### src/rtl/pc_fetch_unit.sv
// rtl/pc_fetch_unit.sv - PC, fetch/exec sequencing, branch resolution and carry flag
// Optional misaligned-target trap enabled by defining PC_MISALIGN_TRAP_EN.
module pc_fetch_unit #(
    parameter logic [31:0] RESET_PC = 32'h0000_0000
) (
    input  logic        clk,
    input  logic        rst,
    input  logic [3:0]  brOp,
    input  logic [21:0] label,
    input  logic [31:0] rsData,
    input  logic        aluCarry,
    input  logic        flagWe,
    input  logic        halt,
    input  logic        hold,
    output logic [31:0] instrAddr,
    output logic        fetchEn,
    output logic        commit,
    output logic [31:0] linkAddr,
    output logic        carryFlag,
    output logic        halted,
    output logic        misalign
);
    typedef enum logic [1:0] {
        FETCH = 2'd0,
        EXEC  = 2'd1,
        HALT  = 2'd2
    } fetchStateT;

    localparam logic [3:0] OP_B    = 4'd1;
    localparam logic [3:0] OP_BR   = 4'd2;
    localparam logic [3:0] OP_BLTZ = 4'd3;
    localparam logic [3:0] OP_BZ   = 4'd4;
    localparam logic [3:0] OP_BNZ  = 4'd5;
    localparam logic [3:0] OP_BL   = 4'd6;
    localparam logic [3:0] OP_BCY  = 4'd7;
    localparam logic [3:0] OP_BNCY = 4'd8;

    fetchStateT  state;
    fetchStateT  stateNext;
    logic [31:0] pcPlus4;
    logic [31:0] relTarget;
    logic [31:0] rawTarget;
    logic [31:0] target;
    logic [31:0] pcNext;
    logic        taken;
    logic        trap;

    assign pcPlus4   = instrAddr + 32'd4;
    assign linkAddr  = pcPlus4;
    assign relTarget = pcPlus4 + {{8{label[21]}}, label, 2'b00};
    assign rawTarget = (brOp == OP_BR) ? rsData : relTarget;

    // Conditional kinds see the carry registered before this commit.
    always_comb begin
        taken = 1'b0;
        case (brOp)
            OP_B, OP_BR, OP_BL: taken = 1'b1;
            OP_BLTZ:            taken = rsData[31];
            OP_BZ:              taken = (rsData == 32'd0);
            OP_BNZ:             taken = (rsData != 32'd0);
            OP_BCY:             taken = carryFlag;
            OP_BNCY:            taken = ~carryFlag;
            default:            taken = 1'b0;
        endcase
    end

`ifdef PC_MISALIGN_TRAP_EN
    assign trap   = taken & (rawTarget[1:0] != 2'b00);
    assign target = rawTarget;
`else
    assign trap   = 1'b0;
    assign target = rawTarget & ~32'd3;
`endif

    always_comb begin
        stateNext = state;
        fetchEn   = 1'b0;
        commit    = 1'b0;
        halted    = 1'b0;
        pcNext    = instrAddr;
        case (state)
            FETCH: begin
                fetchEn   = 1'b1;
                stateNext = EXEC;
            end
            EXEC: begin
                if (!hold) begin
                    commit = 1'b1;
                    // Halt and trapped branches leave the PC on the faulting instruction.
                    if (halt || trap) begin
                        stateNext = HALT;
                    end else begin
                        stateNext = FETCH;
                        pcNext    = taken ? target : pcPlus4;
                    end
                end
            end
            HALT: begin
                halted = 1'b1;
            end
            default: begin
                stateNext = FETCH;
            end
        endcase
    end

    always_ff @(posedge clk or negedge rst) begin
        if (!rst) begin
            state     <= FETCH;
            instrAddr <= RESET_PC;
            carryFlag <= 1'b0;
        end else begin
            state     <= stateNext;
            instrAddr <= pcNext;
            if (commit && flagWe) begin
                carryFlag <= aluCarry;
            end
        end
    end

`ifdef PC_MISALIGN_TRAP_EN
    logic misalignReg;

    always_ff @(posedge clk or negedge rst) begin
        if (!rst) begin
            misalignReg <= 1'b0;
        end else if (commit && trap) begin
            misalignReg <= 1'b1;
        end
    end

    assign misalign = misalignReg;
`else
    assign misalign = 1'b0;
`endif

endmodule

### config.mk
export PLATFORM = sky130hd
export DESIGN_NAME = pc_fetch_unit
export DESIGN_NICKNAME = d
export VERILOG_FILES = /design/src/rtl/pc_fetch_unit.sv
export SDC_FILE = /design/constraint.sdc
export NUM_CORES = 1
export LEC_CHECK = 0
export CORE_AREA = 2 2 106 108
export DETAILED_ROUTE_END_ITERATION = 12
export DIE_AREA = 0 0 108 110
export GPL_ROUTABILITY_DRIVEN = 0
export GPL_TIMING_DRIVEN = 0
export MAX_ROUTING_LAYER = met4
export PLACE_DENSITY = 0.73
export SYNTH_ARGS = -nofsm -noshare
export SYNTH_HDL_FRONTEND = slang
export SYNTH_SLANG_ARGS = --single-unit
### constraint.sdc
create_clock -name clk -period 6.44 [get_ports clk]
set_clock_uncertainty 0.1 [all_clocks]
set_input_delay 1.288 -clock clk [delete_from_list [all_inputs] [get_ports clk]]
set_output_delay 1.288 -clock clk [all_outputs]
set_load 0.005 [all_outputs]
=== After elaboration in Yosys (flattened, before gate mapping) ===
Cells that the tools add are included.

* Bits in registers: 35
* Bits in latches: 0
* Bits in writable memories: 0
* Bits in read-only memories: 0
* Input bits: 64
* Output and inout bits: 69
* Memories: 0

* Add/subtract/negate cells: 2
* Multiply operators: 0
* Divide/modulo/power cells: 0
* $lt $le $gt $ge: 0
* Equal/unequal tests: 11
* Shift-type cells: 0
* Muxes and demuxes: 10
* Bitwise operators: 4
* Reduce and logical (&&, ||, !) cells: 7

{| class="wikitable"
|+ Operators by type and width
! kind !! count
|-
| 32-bit two-way mux || 2
|-
| 32-bit by 3-bit adder with 32-bit output, second input constant || 1
|-
| 32-bit adder || 1
|-
| 32-bit zero test || 1
|-
| 32-bit nonzero test || 1
|-
| 4-bit by 3-bit equality test with 1-bit output, second input constant || 4
|-
| 4-bit by 2-bit equality test with 1-bit output, second input constant || 2
|-
| 1-bit one-hot mux with 6 select lines || 1
|-
| 2-bit one-hot mux with 3 select lines || 1
|-
| 4-bit by 1-bit equality test with 1-bit output, second input constant || 1
|-
| 4-bit equality test, second input constant || 1
|-
| 1-bit two-way mux || 4
|-
| 2-bit two-way mux || 2
|-
| 1-bit NOT || 4
|-
| 3-bit AND reduction || 1
|-
| 3-bit OR reduction || 1
|-
| 2-bit by 1-bit equality test with 1-bit output, second input constant || 1
|-
| 2-bit equality test, second input constant || 1
|-
| 2-bit zero test || 1
|-
| 2-bit inequality test, second input constant || 1
|-
| 2-bit AND reduction || 1
|-
| 1-bit logical AND || 1
|}

=== Logic depth before layout (Yosys ltp) ===
Gate-level depths: netlist (run 1).

* Depth after elaboration: 4
* Gate-level depth with buffers: 18
* Mapped depth without buffers: 16

=== Worst setup path after synthesis (run 1) ===
OpenSTA, ideal clock, no wires.

* Path kind: reg2reg
* From: register instrAddr[2]
* To: register instrAddr[29]
* Arrival time: 3517 ps
* Required time: 6197 ps
* Slack: 2680 ps
* Cell stages (with the launch flop): 18
* Clock period less this slack: 3760 ps
* Cell sequence: dfrtp_1 > ha_1 > nand3_1 > nor2_1 > and3_1 > buf_2 > and3_2 > nand2_1 > xnor2_1 > ha_1 > and4_1 > o21ai_0 > nand2b_1 > o41ai_1 > o31ai_1 > a221oi_2 > xor2_1 > a21oi_1

* Word-level cells in the longest chain between the ends: 4

{| class="wikitable"
|+ RTL lines
! what !! RTL line !! RTL
|-
| start: declaration || 15 || <nowiki>output logic [31:0] instrAddr,</nowiki>
|-
| start signal: assignment || 114 || <nowiki>instrAddr <= pcNext;</nowiki>
|-
| 32-bit by 3-bit adder with 32-bit output || 48 || <nowiki>assign pcPlus4 = instrAddr + 32'd4;</nowiki>
|-
| named net linkAddr[20] || 18 || <nowiki>output logic [31:0] linkAddr,</nowiki>
|-
| 32-bit adder || 50 || <nowiki>assign relTarget = pcPlus4 + {{8{label[21]}}, label, 2'b00};</nowiki>
|-
| 32-bit two-way mux || 51 || <nowiki>assign rawTarget = (brOp == OP_BR) ? rsData : relTarget;</nowiki>
|-
| 32-bit two-way mux || 94 || <nowiki>pcNext = taken ? target : pcPlus4;</nowiki>
|}

The timed path passes the listed nets, and every way through them passes these cells.
A chain may end at the register's enable or synchronous reset.

=== Worst setup path in the final report (run 1) ===
* From: register instrAddr[2]
* To: output port linkAddr[24]

* Word-level cells in the longest chain between the ends: 1

{| class="wikitable"
|+ RTL lines
! what !! RTL line
|-
| 32-bit by 3-bit adder with 32-bit output || 48
|-
| end: declaration || 18
|}

No other way between the ends.

==> results by group, run 1 <==
Outcome
  – Outcome: complete, no violations

Detailed routing
  – DRC violations left: 0
  – Wire length per cell after detailed routing: 18.2 um
  – Number of vias per cell: 5.89
  – Count of nets left with antenna violations after detail routing: 0
  – DR pass1 iterations: 6
  – Total via count after detailed routing: 4930
  – Total wire length after detailed routing: 15200 um
  – Initial drt markers: 554

Critical path
  – Number of cells traversed by the worst register-to-register path: 17
  – Cell at the slowest stage of the critical path: sky130_fd_sc_hd__clkdlybuf4s50_1
  – Arrival time at the worst endpoint: 3.39 ns
  – CP Cell Sequence: ha_1 > nand3_1 > nor2_1 > and3_1 > buf_2 > and3_2 > nand2_1 > nor2_1 > xor2_1 > clkdlybuf4s50_1
  – Internal reg-to-reg setup slack: 1.73 ns
  – Number of buffer and inverter instances along the worst setup path: 2
  – Biggest fanout along the worst timing path: 7
  – Reg-to-Reg Start: instrAddr[2]
  – Kind of cell adding the most delay to the critical path: simple AND/OR/NAND/NOR gates
  – Kind of end point of the critical path: primary output
  – Stage delay of the slowest cell on the critical path: 0.57 ns
  – Required @ worst endpoint: 5.05 ns
  – R2R Path End: instrAddr[29]
  – Critical path class: flop to primary output
  – Worst path most repeated cell: sky130_fd_sc_hd__nor2_1
  – Kind of start point of the critical path: flop

Clock network
  – Clock H-tree levels: 2
  – Post-CTS Hold Fix Bufs: 0
  – TritonCTS clock tree: done
  – Setup Fix Bufs, Post-CTS: 0
  – Number of gates given a new drive strength after cts: 0
  – Clock transition at path regs: 0.07 ns
  – Total CTS buffers: 5
  – Clock net sink count: 33
  – Clk buf depth: 2
  – Clk Latency, worst-skew pair: 0.30 ns
  – Clock root buffer: sky130_fd_sc_hd__clkbuf_8

Final layout
  – Fill cells: 1012
  – Leading cell types in the layout, fill and taps excluded: sky130_fd_sc_hd__clkdlybuf4s50_1 (126), sky130_fd_sc_hd__nand2_1 (67), sky130_fd_sc_hd__a21oi_1 (54)
  – Ratio of cells with drive above 1 in the final layout: 0.0531
  – Cell Count, Final, Fillers Out: 837
  – Final antenna diode count: 0
  – Most common cell after layout, fill and taps aside: sky130_fd_sc_hd__clkdlybuf4s50_1
  – Total number of nets in the final design: 799
  – P&R area growth vs syn: 36.3%

Power
  – Relative contribution of the clock network to total power: 0.062
  – Fraction of power consumed by combinational cells: 0.752
  – Standby leakage power: 2.33 nW
  – Internal power component: 0.00130 W
  – Switching portion of total power: 0.483
  – Sequential cell fraction of total power: 0.186
  – Maximum resistive drop on vdd: 247 uV
  – Net Sw Power: 0.00121 W
  – Power density relative to cell area: 437 nW/um2

STA
  – Number of endpoints with negative hold slack in the final report: 0
  – Unrepaired setup endpoints after global routing: no
  – Final period utilization: 0.742
  – Maximum clock frequency: 209 MHz
  – Slew at the pin closest to its max-slew limit: 0.900 ns
  – Final setup viols: 0
  – Setup Total Neg Slack: 0 ns
  – Max-slew violation count: 0
  – Relative slew slack: 0.399
  – Shortest clock period the worst path allows after layout: 4.78 ns

GRT
  – First-pass GRT wire length: 23700 um
  – Total global-route track usage: 0.263
  – Residual overflow from global routing: 0
  – Maximum number of pins on one net before global-route repair: 34
  – Number of global-route vias before repair: 4608
  – Initial antenna violation count: 0

Logic synthesis
  – Post-synth EDFFs: 0
  – Top flip-flop cell by instance count after synthesis: sky130_fd_sc_hd__dfrtp_1
  – Async set-or-reset flop fraction in the synthesized netlist: 1.00
  – Yosys Warn Count: 0
  – Total of flip-flops plus latches after synthesis: 33
  – Cells after Synth: 560
  – Mean cell area of the mapped netlist: 7.53 um2
  – Fraction of the yosys area taken by sequential cells: 0.196
  – Post-synth design cell area: 4220 um2
  – Synth cell types: 70

Floorplanning
  – Row count: 38
  – Count of boundary I/O pins: 133
  – Core area: 10700 um2
  – Horiz. Die Dim: 108 um
  – Overall die area: 11900 um2
  – Effective utilization at floorplan: 0.394
  – Height of the chip: 110 um

Placed design
  – Placed wire-length estimate after detailed placement: 12100 um
  – Cells after DPL: 831
  – Count of buffers inserted at the top-level ports: 127

Min path
  – Hold-critical path depth: 1
  – Path type of the worst min-delay path: flop to flop
  – End of the worst hold path: state[0]
  – Hold Crit Start: state[1]

Flow run
  – Total of max-cap violations: 0
[per-layer routing]
metal | vias to the layer above | wire [um] | GRT usage
li1 | 2336 | - | -
met5 | - | 0 | -
met2 | 262 | 7300 | 0.443
met1 | 2304 | 6400 | 0.344
met3 | 28 | 1280 | 0.0259
met4 | 0 | 255 | 0.0568
[synthesized netlist by cell type, types with 6 or more instances]
cell type,n,area [um2]
sky130_fd_sc_hd__nor2_1,46,173
sky130_fd_sc_hd__nor3_1,11,55.1
sky130_fd_sc_hd__and3_1,7,43.8
sky130_fd_sc_hd__xnor2_1,35,307
sky130_fd_sc_hd__buf_2,6,30.0
sky130_fd_sc_hd__o21ai_0,53,265
sky130_fd_sc_hd__nand4_1,8,50.1
sky130_fd_sc_hd__nand2_1,67,251
sky130_fd_sc_hd__a21oi_1,54,270
sky130_fd_sc_hd__inv_1,7,26.3
sky130_fd_sc_hd__clkbuf_1,21,78.8
sky130_fd_sc_hd__a21o_1,15,113
sky130_fd_sc_hd__ha_1,36,450
sky130_fd_sc_hd__nand3_1,22,110
sky130_fd_sc_hd__xor2_1,16,140
sky130_fd_sc_hd__a31oi_1,7,43.8
sky130_fd_sc_hd__dfrtp_1,33,826
sky130_fd_sc_hd__nor4_1,10,62.6
sky130_fd_sc_hd__o211ai_1,10,75.1
[per-stage QoR]
step	util	hold slack, ns	total power, W	cell area, um2	setup slack, ns
global route	0.537	0.402	0.00271	5750	1.46
detailed placement	0.531	0.372	0.00231	5680	1.86
finish	0.537	0.376	0.00251	5750	1.66
CTS	0.537	0.374	0.00249	5750	1.68
floorplan	-	0.336	0.00156	4230	2.68
global placement	0.531	0.348	0.00228	5680	1.92
[sequential cells by signal, indices dropped and copies added, names as in the netlist]
register   cells
instrAddr     30
state          2
carryFlag      1
[worst reg2reg max path: cells and delay by family, from the launching register on]
| kind | cells | cell delay (ns) |
|---|---|---|
| flip-flops | 1 | 0.45 |
| adder cells (fa/ha/maj) | 2 | 0.69 |
| XOR/XNOR | 2 | 0.63 |
| AO/OA/AOI/OAI | 6 | 1.65 |
| AND/OR/NAND/NOR | 6 | 0.90 |
| buffers and inverters | 1 | 0.18 |
[cell families after synthesis]
| family | count (synthesis) | share of synthesized area |
|---|---|---|
| buffers and inverters | 40 | 0.0436 |
| other | 1 | 0.000889 |
| muxes | 3 | 0.00741 |
| DFF | 33 | 0.196 |
| AOI/OAI and AO/OA | 191 | 0.290 |
| and+or+nand+nor | 204 | 0.245 |
| xor gates and xnor gates | 51 | 0.106 |
| adders and majority gates | 37 | 0.112 |
[area by class of cell]
class / count / area [um2] / share of cell area
buffer: 33 / 158 / 0.0274
timing repair buffer: 127 / 1270 / 0.220
sequential: 33 / 826 / 0.144
inverter: 7 / 26.3 / 0.00457
multi-input combinational: 491 / 3220 / 0.561
tap: 140 / 175 / 0.0305
clock buffer: 5 / 68.8 / 0.0120
clock inverter: 1 / 5.00 / 0.000871
[power by group through the flow]
stage / Combinational (W) / Sequential [W] / Clock, W
finish: 0.00189 / 0.000468 / 0.000155
global route: 0.00206 / 0.000482 / 0.000165
CTS: 0.00187 / 0.000462 / 0.000158
detailed placement: 0.00185 / 0.000465 / 0
global placement: 0.00182 / 0.000461 / 0
floorplan: 0.00112 / 0.000436 / 0
[worst max-delay path by stage]
stage	from	endpoint	slack, ns	cells past startpoint
after detailed placement	instrAddr[2]	instrAddr[29]	1.86	17
final	instrAddr[2]	linkAddr[24]	1.66	10
after CTS	instrAddr[2]	linkAddr[24]	1.68	10
after global routing	instrAddr[2]	instrAddr[29]	1.46	17
after global placement	instrAddr[2]	instrAddr[29]	1.92	17
after floorplan	instrAddr[2]	instrAddr[29]	2.68	17
No activity file was read; power rests on OpenSTA's default activity.
==> run 2, diff against run 1 <==
Clock period 6.44 ns to 4.8 ns, I/O delays scaled along.
==> run 2 against run 1 <==
Utilization rose by 0.20 points. Final area rose by 0.37%. Via count rose by 1.4%. Flip-flop and latch count did not move. Wire length rose by 1.0%. Sequential share of layout area fell by 0.053 points. Highest routed layer unchanged. Critical path type is now flop to flop. Final cell count did not move. Non-clock buffer count did not move. Total power rose by 35%. First-iteration DRC count rose by 5.2%. Sequential power rose by 34%. Combinational power rose by 35%.
==> results by group, run 2 (same netlist as run 1, synthesis figures left out) <==
Outcome
  – Outcome: complete, no violations

Critical path
  – Biggest fanout along the worst timing path: 7 (unchanged)
  – Kind of cell adding the most delay to the critical path: simple AND/OR/NAND/NOR gates
  – Critical path class: flop to flop
  – Kind of end point of the critical path: flop
  – Cell at the slowest stage of the critical path: sky130_fd_sc_hd__dfrtp_1
  – Number of buffer and inverter instances along the worst setup path: 1 (-1)
  – Required @ worst endpoint: 4.85 ns (-0.20 ns)
  – CP Cell Sequence: ha_1 > nand3_1 > nor2_1 > and3_1 > buf_2 > and3_2 > nand2_1 > xnor2_1 > ha_1 > and4_1 > o21ai_0 > nand2b_1 > o41ai_2 > o31ai_1 > a221oi_2 > xor2_1 > a21oi_1
  – Arrival time at the worst endpoint: 4.57 ns (+1.18 ns)
  – Worst path most repeated cell: sky130_fd_sc_hd__ha_1
  – Stage delay of the slowest cell on the critical path: 0.44 ns (-0.13 ns)
  – Kind of start point of the critical path: flop

STA
  – Final period utilization: 0.942
  – Maximum clock frequency: 221 MHz
  – Shortest clock period the worst path allows after layout: 4.52 ns
  – Setup Total Neg Slack: 0 ns (unchanged)
  – Slew at the pin closest to its max-slew limit: 0.909 ns (+0.00946 ns)
  – Unrepaired setup endpoints after global routing: no
  – Number of endpoints with negative hold slack in the final report: 0 (unchanged)
  – Worst Slack Setup Final: 0.280 ns (-1.38 ns)
  – Relative slew slack: 0.392 (-0.00632)
  – Max-slew violation count: 0 (unchanged)
  – Final setup viols: 0 (unchanged)

Clock network
  – Clk Latency, worst-skew pair: 0.29 ns (about the same)
  – Clock H-tree levels: 2 (unchanged)
  – TritonCTS clock tree: done
  – Clock net sink count: 33 (unchanged)
  – Total CTS buffers: 5 (unchanged)
  – Post-CTS Hold Fix Bufs: 0 (unchanged)
  – Clock root buffer: sky130_fd_sc_hd__clkbuf_8
  – Clock transition at path regs: 0.08 ns (about the same)
  – Clk buf depth: 2 (unchanged)

Detailed routing
  – DRC violations left: 0 (unchanged)
  – Total via count after detailed routing: 5000 (+1.4%)
  – Wire length per cell after detailed routing: 18.4 um (+1.0%)
  – Initial drt markers: 583 (+5.2%)
  – Number of vias per cell: 5.97 (+1.4%)
  – DR pass1 iterations: 5 (-1)
  – Total wire length after detailed routing: 15400 um (+1.0%)
  – Count of nets left with antenna violations after detail routing: 0 (unchanged)

Final layout
  – Most common cell after layout, fill and taps aside: sky130_fd_sc_hd__clkdlybuf4s50_1
  – Finished Cell Area: 5770 um2 (+0.37%)
  – Ratio of cells with drive above 1 in the final layout: 0.0574 (+0.00430)
  – Total number of nets in the final design: 799 (unchanged)
  – Register with the highest flop count: instrAddr
  – Largest register FFs: 30 (unchanged)
  – Final antenna diode count: 0 (unchanged)
  – P&R area growth vs syn: 36.8%
  – Leading cell types in the layout, fill and taps excluded: sky130_fd_sc_hd__clkdlybuf4s50_1 (126), sky130_fd_sc_hd__nand2_1 (67), sky130_fd_sc_hd__a21oi_1 (54)
  – Leading registers by flop count: instrAddr x30, state x2, carryFlag x1

Power
  – Maximum resistive drop on vdd: 331 uV (+34%)
  – Power density relative to cell area: 587 nW/um2 (+34%)
  – Standby leakage power: 2.35 nW (+0.56%)
  – Total power after layout: 0.00339 W (+35%)

GRT
  – Initial antenna violation count: 0 (unchanged)
  – Maximum number of pins on one net before global-route repair: 34 (unchanged)
  – Number of global-route vias before repair: 4608 (unchanged)
  – Residual overflow from global routing: 0 (unchanged)
  – Total global-route track usage: 0.263 (unchanged)
  – First-pass GRT wire length: 23700 um (unchanged)

Placed design
  – Post-detailed-placement cell area: 5680 um2 (unchanged)
  – Placed wire-length estimate after detailed placement: 12100 um (unchanged)
  – Count of buffers inserted at the top-level ports: 127 (unchanged)
  – Placement-stage worst setup slack: 0.218 ns (-1.64 ns)

Floorplanning
  – Horiz. Die Dim: 108 um (unchanged)
  – Core area: 10700 um2 (unchanged)
  – Overall die area: 11900 um2 (unchanged)
  – Height of the chip: 110 um (unchanged)
  – Count of boundary I/O pins: 133 (unchanged)
  – Row count: 38 (unchanged)
  – Effective utilization at floorplan: 0.394 (unchanged)

Flow run
  – Total of max-cap violations: 0 (unchanged)

Min path
  – Path type of the worst min-delay path: flop to flop
-- run 2: cell types whose count changed in the layout (fill, tap and decap cells not counted) --
cell	previous run	this run
sky130_fd_sc_hd__o22ai_1	3	2
sky130_fd_sc_hd__o41ai_1	2	1
sky130_fd_sc_hd__xnor2_1	35	34
sky130_fd_sc_hd__xnor2_2	0	1
sky130_fd_sc_hd__o22ai_2	0	1
sky130_fd_sc_hd__o41ai_2	1	2
-- run 2: metrics by stage --
step,hold slack (ns),instances,utilization
finish,0.372,837,0.539
global route,0.402,837,0.539
CTS,0.374,837,0.537
detailed placement,0.372,831,0.531
global placement,0.348,831,0.531
floorplan,0.336,564,-
-- run 2: power breakdown --
| group | total (W) | internal [W] | switching [W] | leakage, nW |
|---|---|---|---|---|
| combinational | 0.00255 | 0.00125 | 0.00130 | 1.91 |
| sequential | 0.000627 | 0.000408 | 0.000219 | 0.395 |
| clock | 0.000208 | 0.0000957 | 0.000113 | 0.0399 |
| total | 0.00339 | 0.00175 | 0.00163 | 2.35 |
-- run 2: per-layer routing --
metal / wire length, um / track usage / vias up / share of wire
li1: - / - / 2344 / -
met1: 6480 / 0.344 / 2362 / 0.42
met5: 0 / - / - / 0
met4: 260 / 0.0568 / 0 / 0.017
met3: 1290 / 0.0259 / 26 / 0.084
met2: 7350 / 0.443 / 268 / 0.48
-- run 2: final timing paths --
path                                 end          from  slack [ns]  depth (start not counted)
min                             state[0]      state[1]        0.37                          1
min in group asynchronous   instrAddr[6]           rst        0.67                          1
max in group asynchronous  instrAddr[27]           rst        3.40                          1
max                        instrAddr[29]  instrAddr[2]        0.28                         17
max reg2reg                instrAddr[29]  instrAddr[2]        0.28                         17
min reg2reg                     state[0]      state[1]        0.37                          1
-- run 2: repair_timing --
item                                    in CTS  in global routing
setup buffers                                0                  0
resized for setup                            0                  3
endpoints found under the setup margin       0                  4
-- run 2: layout make-up --
class,instances,area [um2]
Timing Repair Buffer,127,1270
Clock inverter,1,5.00
Tap cell,140,175
Fill cell,1010,4930
Buffer,33,158
Multi-Input combinational cell,491,3250
Sequential cell,33,826
Inverter,7,26.3
Clock buffer,5,68.8
